`src/rtl/reservation_station_pool.sv`:
```
// rtl/reservation_station_pool.sv - Tomasulo reservation station pool between dispatch and one FU (optional OLDEST_FIRST_EN age-ordered select)
module reservation_station_pool #(
  parameter int DEPTH     = 4,
  parameter int NUM_SRC   = 3,
  parameter int XLEN      = 32,
  parameter int TAG_W     = 4,
  parameter int PAYLOAD_W = 16,
  parameter int BASE_TAG  = 1
) (
  input  logic                       CLK,
  input  logic                       RST,
  input  logic                       flush,
  input  logic                       disp_valid,
  output logic                       disp_ready,
  input  logic [PAYLOAD_W-1:0]       disp_payload,
  input  logic [NUM_SRC*TAG_W-1:0]   disp_tags,
  input  logic [NUM_SRC*XLEN-1:0]    disp_vals,
  input  logic                       cdb_valid,
  input  logic [TAG_W-1:0]           cdb_tag,
  input  logic [XLEN-1:0]            cdb_data,
  output logic                       issue_valid,
  input  logic                       issue_ready,
  output logic [TAG_W-1:0]           issue_tag,
  output logic [NUM_SRC*XLEN-1:0]    issue_vals,
  output logic [PAYLOAD_W-1:0]       issue_payload,
  output logic [$clog2(DEPTH):0]     free_count
);

  localparam int CW = $clog2(DEPTH) + 1;
  localparam int IW = (DEPTH > 1) ? $clog2(DEPTH) : 1;

  logic [DEPTH-1:0]                  busy_q, busy_d;
  logic [NUM_SRC-1:0][TAG_W-1:0]     tag_q [DEPTH];
  logic [NUM_SRC-1:0][TAG_W-1:0]     tag_d [DEPTH];
  logic [NUM_SRC-1:0][XLEN-1:0]      val_q [DEPTH];
  logic [NUM_SRC-1:0][XLEN-1:0]      val_d [DEPTH];
  logic [PAYLOAD_W-1:0]              payload_q [DEPTH];
  logic [PAYLOAD_W-1:0]              payload_d [DEPTH];

  logic [DEPTH-1:0]                  ready;
  logic [DEPTH-1:0]                  cand;
  logic [IW-1:0]                     sel_idx;
  logic                              sel_valid;
  logic [IW-1:0]                     alloc_idx;
  logic                              do_disp;
  logic                              do_issue;

`ifdef OLDEST_FIRST_EN
  // age_q[i][j] = 1 means entry j was allocated before entry i
  logic [DEPTH-1:0]                  age_q [DEPTH];
  logic [DEPTH-1:0]                  age_d [DEPTH];
`endif

  // An entry is ready once busy with every operand tag cleared (registered state only)
  always_comb begin
    for (int i = 0; i < DEPTH; i++) begin
      ready[i] = busy_q[i];
      for (int k = 0; k < NUM_SRC; k++) begin
        if (tag_q[i][k] != '0) ready[i] = 1'b0;
      end
    end
  end

  // Issue candidates: any ready entry, or only those with no older ready entry
  always_comb begin
    for (int i = 0; i < DEPTH; i++) begin
`ifdef OLDEST_FIRST_EN
      cand[i] = ready[i] && ((age_q[i] & ready) == '0);
`else
      cand[i] = ready[i];
`endif
    end
  end

  // Pick the lowest-index candidate for issue and the lowest-index free entry for dispatch
  always_comb begin
    sel_idx   = '0;
    sel_valid = 1'b0;
    alloc_idx = '0;
    for (int i = DEPTH - 1; i >= 0; i--) begin
      if (cand[i]) begin
        sel_valid = 1'b1;
        sel_idx   = IW'(i);
      end
      if (!busy_q[i]) alloc_idx = IW'(i);
    end
  end

  // Free-entry count and dispatch acceptance straight from registered busy bits
  always_comb begin
    free_count = '0;
    for (int i = 0; i < DEPTH; i++) begin
      free_count = free_count + CW'(!busy_q[i]);
    end
    disp_ready = ~&busy_q;
  end

  assign do_disp  = disp_valid && disp_ready;
  assign do_issue = sel_valid && issue_ready;

  // Issue outputs mux the selected entry and read zero when nothing is presented
  always_comb begin
    issue_valid   = sel_valid;
    issue_tag     = '0;
    issue_vals    = '0;
    issue_payload = '0;
    if (sel_valid) begin
      issue_tag     = TAG_W'(BASE_TAG) + TAG_W'(sel_idx);
      issue_payload = payload_q[sel_idx];
      for (int k = 0; k < NUM_SRC; k++) begin
        issue_vals[k*XLEN +: XLEN] = val_q[sel_idx][k];
      end
    end
  end

  // Next state: CDB wake-up, issue release, dispatch with CDB bypass, then flush override
  always_comb begin
    busy_d    = busy_q;
    tag_d     = tag_q;
    val_d     = val_q;
    payload_d = payload_q;
    for (int i = 0; i < DEPTH; i++) begin
      for (int k = 0; k < NUM_SRC; k++) begin
        if (busy_q[i] && cdb_valid && (cdb_tag != '0) && (tag_q[i][k] == cdb_tag)) begin
          val_d[i][k] = cdb_data;
          tag_d[i][k] = '0;
        end
      end
    end
    if (do_issue) busy_d[sel_idx] = 1'b0;
    if (do_disp) begin
      busy_d[alloc_idx]    = 1'b1;
      payload_d[alloc_idx] = disp_payload;
      for (int k = 0; k < NUM_SRC; k++) begin
        if (disp_tags[k*TAG_W +: TAG_W] == '0) begin
          tag_d[alloc_idx][k] = '0;
          val_d[alloc_idx][k] = disp_vals[k*XLEN +: XLEN];
        end else if (cdb_valid && (cdb_tag == disp_tags[k*TAG_W +: TAG_W])) begin
          tag_d[alloc_idx][k] = '0;
          val_d[alloc_idx][k] = cdb_data;
        end else begin
          tag_d[alloc_idx][k] = disp_tags[k*TAG_W +: TAG_W];
          val_d[alloc_idx][k] = '0;
        end
      end
    end
    if (flush) busy_d = '0;
  end

`ifdef OLDEST_FIRST_EN
  // New entry records the current busy set as older; its column is cleared so it is younger than all
  always_comb begin
    age_d = age_q;
    if (do_disp) begin
      for (int r = 0; r < DEPTH; r++) age_d[r][alloc_idx] = 1'b0;
      age_d[alloc_idx] = busy_q;
    end
    if (flush) begin
      for (int r = 0; r < DEPTH; r++) age_d[r] = '0;
    end
  end

  // Age matrix register
  always_ff @(posedge CLK or posedge RST) begin
    if (RST) begin
      for (int r = 0; r < DEPTH; r++) age_q[r] <= '0;
    end else begin
      age_q <= age_d;
    end
  end
`endif

  // Entry state registers
  always_ff @(posedge CLK or posedge RST) begin
    if (RST) begin
      busy_q <= '0;
      for (int i = 0; i < DEPTH; i++) begin
        tag_q[i]     <= '0;
        val_q[i]     <= '0;
        payload_q[i] <= '0;
      end
    end else begin
      busy_q    <= busy_d;
      tag_q     <= tag_d;
      val_q     <= val_d;
      payload_q <= payload_d;
    end
  end

endmodule
```
`config.mk`:
```
export PLATFORM = sky130hd
export DESIGN_NAME = reservation_station_pool
export DESIGN_NICKNAME = d
export VERILOG_FILES = /design/src/rtl/reservation_station_pool.sv
export SDC_FILE = /design/constraint.sdc
export NUM_CORES = 2
export LEC_CHECK = 0
export BUFFER_PORTS_ARGS = -buffer_cell sky130_fd_sc_hd__buf_2
export CAP_MARGIN = 10
export CORE_ASPECT_RATIO = 0.8
export CORE_MARGIN = 8
export CORE_UTILIZATION = 55
export DETAILED_ROUTE_END_ITERATION = 16
export PLACE_DENSITY = 0.71
export SYNTH_ARGS = -nofsm -noshare
export SYNTH_HDL_FRONTEND = slang
export SYNTH_SLANG_ARGS = --single-unit
```
`constraint.sdc`:
```
create_clock -name CLK -period 28.3 [get_ports CLK]
set_input_delay 7.075 -clock CLK [delete_from_list [all_inputs] [get_ports CLK]]
set_output_delay 7.075 -clock CLK [all_outputs]
set_load 0.03 [all_outputs]
```
; Word-level counts from Yosys, hierarchy flattened
; Index checks and enable logic that the tools add are counted.
; Widths: inputs -> output; s select.
[op_classes]
addsub = 4
multipliers = 0
div_mod_pow = 0
order_cmp = 7
n_eq_ne = 15
n_shift = 0
mux = 106
bitwise = 17
n_reduce_logical = 50
[ops]
columns = cell, count
row1 = $mux 384, 9
row2 = $bwmux 384, 6
row3 = $and 384x384->384, 3
row4 = $not 384->384, 3
row5 = $demux 96 s2, 3
row6 = $mux 48, 9
row7 = $mux 32, 13
row8 = $mux 96, 4
row9 = $bmux 96 s2, 1
row10 = $and 48x48->48, 3
row11 = $bwmux 48, 3
row12 = $not 48->48, 3
row13 = $demux 12 s2, 3
row14 = $bwmux 64, 1
row15 = $mux 16, 4
row16 = $mux 4, 16
row17 = $mux 64, 1
row18 = $eq 4x4->1, 15
row19 = $reduce_bool 4->1, 13
row20 = $bmux 16 s2, 1
row21 = $demux 16 s2, 1
row22 = $logic_and 1x1->1, 28
row23 = $mux 1, 18
row24 = $mux 2, 8
row25 = 19 further kinds, 30
[word_totals]
regBits = 500
latchBits = 0
ram_bits = 0
mem_bits_ro = 0
input_bits = 166
out_inout_bits = 121
word_cells = 228
mem_count = 0

; Longest topological paths before layout
[logic_depth]
ltp_word = 22
mapped_depth = 12
depth_no_buf = 9

; Worst setup path before layout
; No wires, ideal clock.
[synth_timing]
path_type = reg2out
from = register tag_q[13] (netlist bit)
to = output port issue_payload[11]
arrival_ns = 2.373
required_time_ns = 21.225
slack_ns = 18.852
path_stages_with_launch = 8
path_cell_list = dfrtp_1 > nor4_4 > nand4_4 > a21boi_4 > buf_6 > buf_4 > o21ai_0 > a311oi_1
[synth_between]
elab_chain_cells = 12
word_cells_on_any_way = 15
cone_classes = 13 x mux / 1 x bitwise / 1 x reduce/logical
[synth_rtl]
columns = item, line_no
row1 = start: declaration, 33  ; logic [NUM_SRC-1:0][TAG_W-1:0] tag_q [DEPTH];
row2 = start signal: assignment, 184  ; tag_q <= tag_d;
row3 = $reduce_bool 4->1 (*), 59  ; if (tag_q[i][k] != '0) ready[i] = 1'b0;
row4 = $mux 1 (*) (3 in a row), 59
row5 = $mux 2 (3 in a row), 81  ; if (cand[i]) begin
row6 = $not 2->3 (not written as such), 109  ; issue_payload = payload_q[sel_idx];
row7 = $bmux 16 s2, 109
row8 = $mux 16 (not written as such) (2 in a row), 109
row9 = $mux 16 (*), 107  ; if (sel_valid) begin
row10 = end: declaration, 25  ; output logic [PAYLOAD_W-1:0] issue_payload,
; Mark *: on every way between the ends. The rest lies on a longest branch, timed or not. The select of a mux whose other input is x is not followed.

; Final worst setup path
[layout_timing]
from = register tag_q[16] (netlist bit)
to = output port issue_vals[3]
[layout_between]
elab_chain_cells = 11
word_cells_on_any_way = 14
cone_classes = 12 x mux / 1 x bitwise / 1 x reduce/logical
[layout_rtl]
columns = item, line_no
row1 = $reduce_bool 4->1 (*), 59
row2 = $mux 1 (*) (2 in a row), 59
row3 = $mux 2 (3 in a row), 81
row4 = $not 2->3 (not written as such), 111  ; issue_vals[k*XLEN +: XLEN] = val_q[sel_idx][k];
row5 = $bmux 96 s2, 111
row6 = $mux 96 (2 in a row), n/a
row7 = $mux 96 (*), 107
row8 = end: declaration, 24  ; output logic [NUM_SRC*XLEN-1:0] issue_vals,
; Marks and branches as above.

==> results.ini <==
[critical_path]
ff2ff_setup_slack_ns = 24.16
arrival_ns = 5.06
cp_max_fo = 58
cp-end-kind = output pin
crit_type = reg2out
cp.required_ns = 21.22
worstSetupStartpointType = register

[clock_tree]
cts_resized = 0
cts_max_path_buffers = 3
clk_pin_slew_ns = 0.06
h-tree-depth = 2
cts_sinks = 500
post_cts_buffers = 0
clock_latency_ns = 0.63
cts_tree = done
cts-buffers-inserted = 53
ctsHoldBuffers = 0
clockRootBuffer = clkbuf_16

[sta]
final-max-slew-violation-count = 0
post-route-period-util = 0.429
setup_viol = 0
setup_tns_ns = 0
skew_ns = 0.0238
worstMarginPinSlew_ns = 1.24
period_minus_slack_ns = 12.14
whs_ns = 0.467
rsz0062_at_grt = no
max_freq_mhz = 82.4
maxSlewHeadroom = 0.163
hold_violations = 0

[floorplan]
die_h_um = 223
fp.dieW_um = 275
rows = 76
start_util = 0.552
fp.coreArea_um2 = 53400
io_pins = 287
die-area_um2 = 61300

[routing]
vias = 27456
avgRoutedWirePerCell_um = 27.9
firstDrtPassIters = 8
drc = 0
drt-initial-drc-count = 3708
wl_mm = 112
via_per_inst = 6.85
postRouteAntennaNets = 0

[logic_synthesis]
synth_edf_count = 0
ys_top_cells_by_count = nand2_1, dfrtp_1, mux2i_1
ys_seq_area_frac = 0.424
async_reset_ff_frac = 1.00
avgSynthCellArea_um2 = 9.15
synth_flop_cell = dfrtp_1
syn_inst = 3222
syn_area_um2 = 29500
ys_types = 49
yosys_warnings = 0
ys_seq_elements = 500
yosys.area.top_type = dfrtp_1
netlist.area_leader.share = 0.424
yosysMostFrequentCell = nand2_1
synth_area_leaders = dfrtp_1, mux2i_1, nand2_1
syn_nets = 3396

[power]
p_per_area_nw_per_um2 = 57.2
leakagePower_uw = 0.0130
total_power_uw = 1840
vdd_drop_max_mv = 0.0523

[layout]
drive_gt1_frac = 0.157
nFillCells = 4580
ff_latch_area_um2 = 12500
multiInputGateArea_um2 = 15100
stdcell_count = 4011
fin_nets = 3443
syn2layout_area_growth_pct = 8.89
fin_util = 0.601

[global_routing]
grt_pass1_vias = 27085
overflow = 0
grt_pass1_wl_mm = 168
grt_usage = 0.352
grt_antenna_before_repair = 8
grt_max_degree = 190

[place]
dp_cells = 3914
portBuffers = 285
gp_congestion = 0.870
place_hpwl_mm = 62.3

[min_path]
hold_class = reg2reg

[run]
maxCapViolations = 0

[run_status]
outcome = finished, final reports clean

[final cells by class]
type                            instances  area share
Multi-Input combinational cell       2339       0.470
Sequential cell                       500       0.390
Timing Repair Buffer                  335      0.0564
Clock buffer                           83      0.0483
Tap cell                              702      0.0274
Inverter                               40     0.00515
Clock inverter                          9     0.00253
Antenna cell                            3    0.000234
[cells in the final DEF, fill, tap and decap left out, drive strengths merged, types with 3 or more instances in the layout]
cell type and instances:
nand2 604, dfrtp 500, o21ai 406, mux2i 384
buf 335, nand3 117, and3 113, nor2 113
a211oi 112, a311oi 112, a21oi 101, o41ai 96
clkbuf 83, xnor2 60, o22ai 48, inv 40
mux2 16, nand4 16, nor4 9, clkinv 8
ha 7, nor3 5, nor2b 4, and4 4
diode 3, or2 3
[registers in the layout (all words and copies together), names as in the netlist]
register and count:
busy_q 4, payload_q 64, val_q 384, tag_q 48
[power by group]
group | switching (uW) | total (uW) | internal [uW]
Clock | 302 | 684 | 382
Sequential | 67.3 | 886 | 818
Combinational | 165 | 267 | 102
Total | 534 | 1840 | 1300
[path summary, 6_finish.rpt]
path,cells after the start,start,end
hold reg to reg,2,payload_q[8],payload_q[8]
setup / recovery,7,tag_q[16],issue_vals[3]
max in group asynchronous,4,RST,val_q[264]
min in group asynchronous,2,RST,tag_q[45]
hold / removal,2,payload_q[8],payload_q[8]
setup reg to reg,11,tag_q[16],busy_q[2]
[worst max-delay path, cell delays in order, from the launching register on]
cell and delay [ns]:
dfrtp_1 0.45, nor4_4 0.38, nand4_4 0.50, nand2_4 0.86
buf_4 0.85, a211oi_1 0.17, a311oi_1 0.82, buf_2 0.34
[metrics by stage]
stage / worst slack (ns) / area [um2]
final: 16.16 / 32100
after global routing: 16.09 / 32100
after CTS: 16.35 / 32100
after detailed placement: 17.02 / 30400
after global placement: 17.07 / 30400
after floorplan: 7.27 / 29500
[per-layer routing]
layer,GRT usage,vias to the layer above,part of all wire
met5,0,-,0.00055
met4,0.177,10,0.052
met3,0.102,389,0.13
met2,0.520,2003,0.43
met1,0.470,13374,0.39
li1,-,11680,-
[kinds of logic after synthesis]
kind of cell,after synthesis,synth area share
AND/OR/NAND/NOR,993,0.154
AO/OA/AOI/OAI,877,0.198
flip-flops,500,0.424
multiplexers,400,0.137
buffers and inverters,383,0.0657
XOR/XNOR,60,0.0178
adder cells (fa/ha/maj),8,0.00365
other,1,0.000127
No activity file was read; power rests on OpenSTA's default activity.
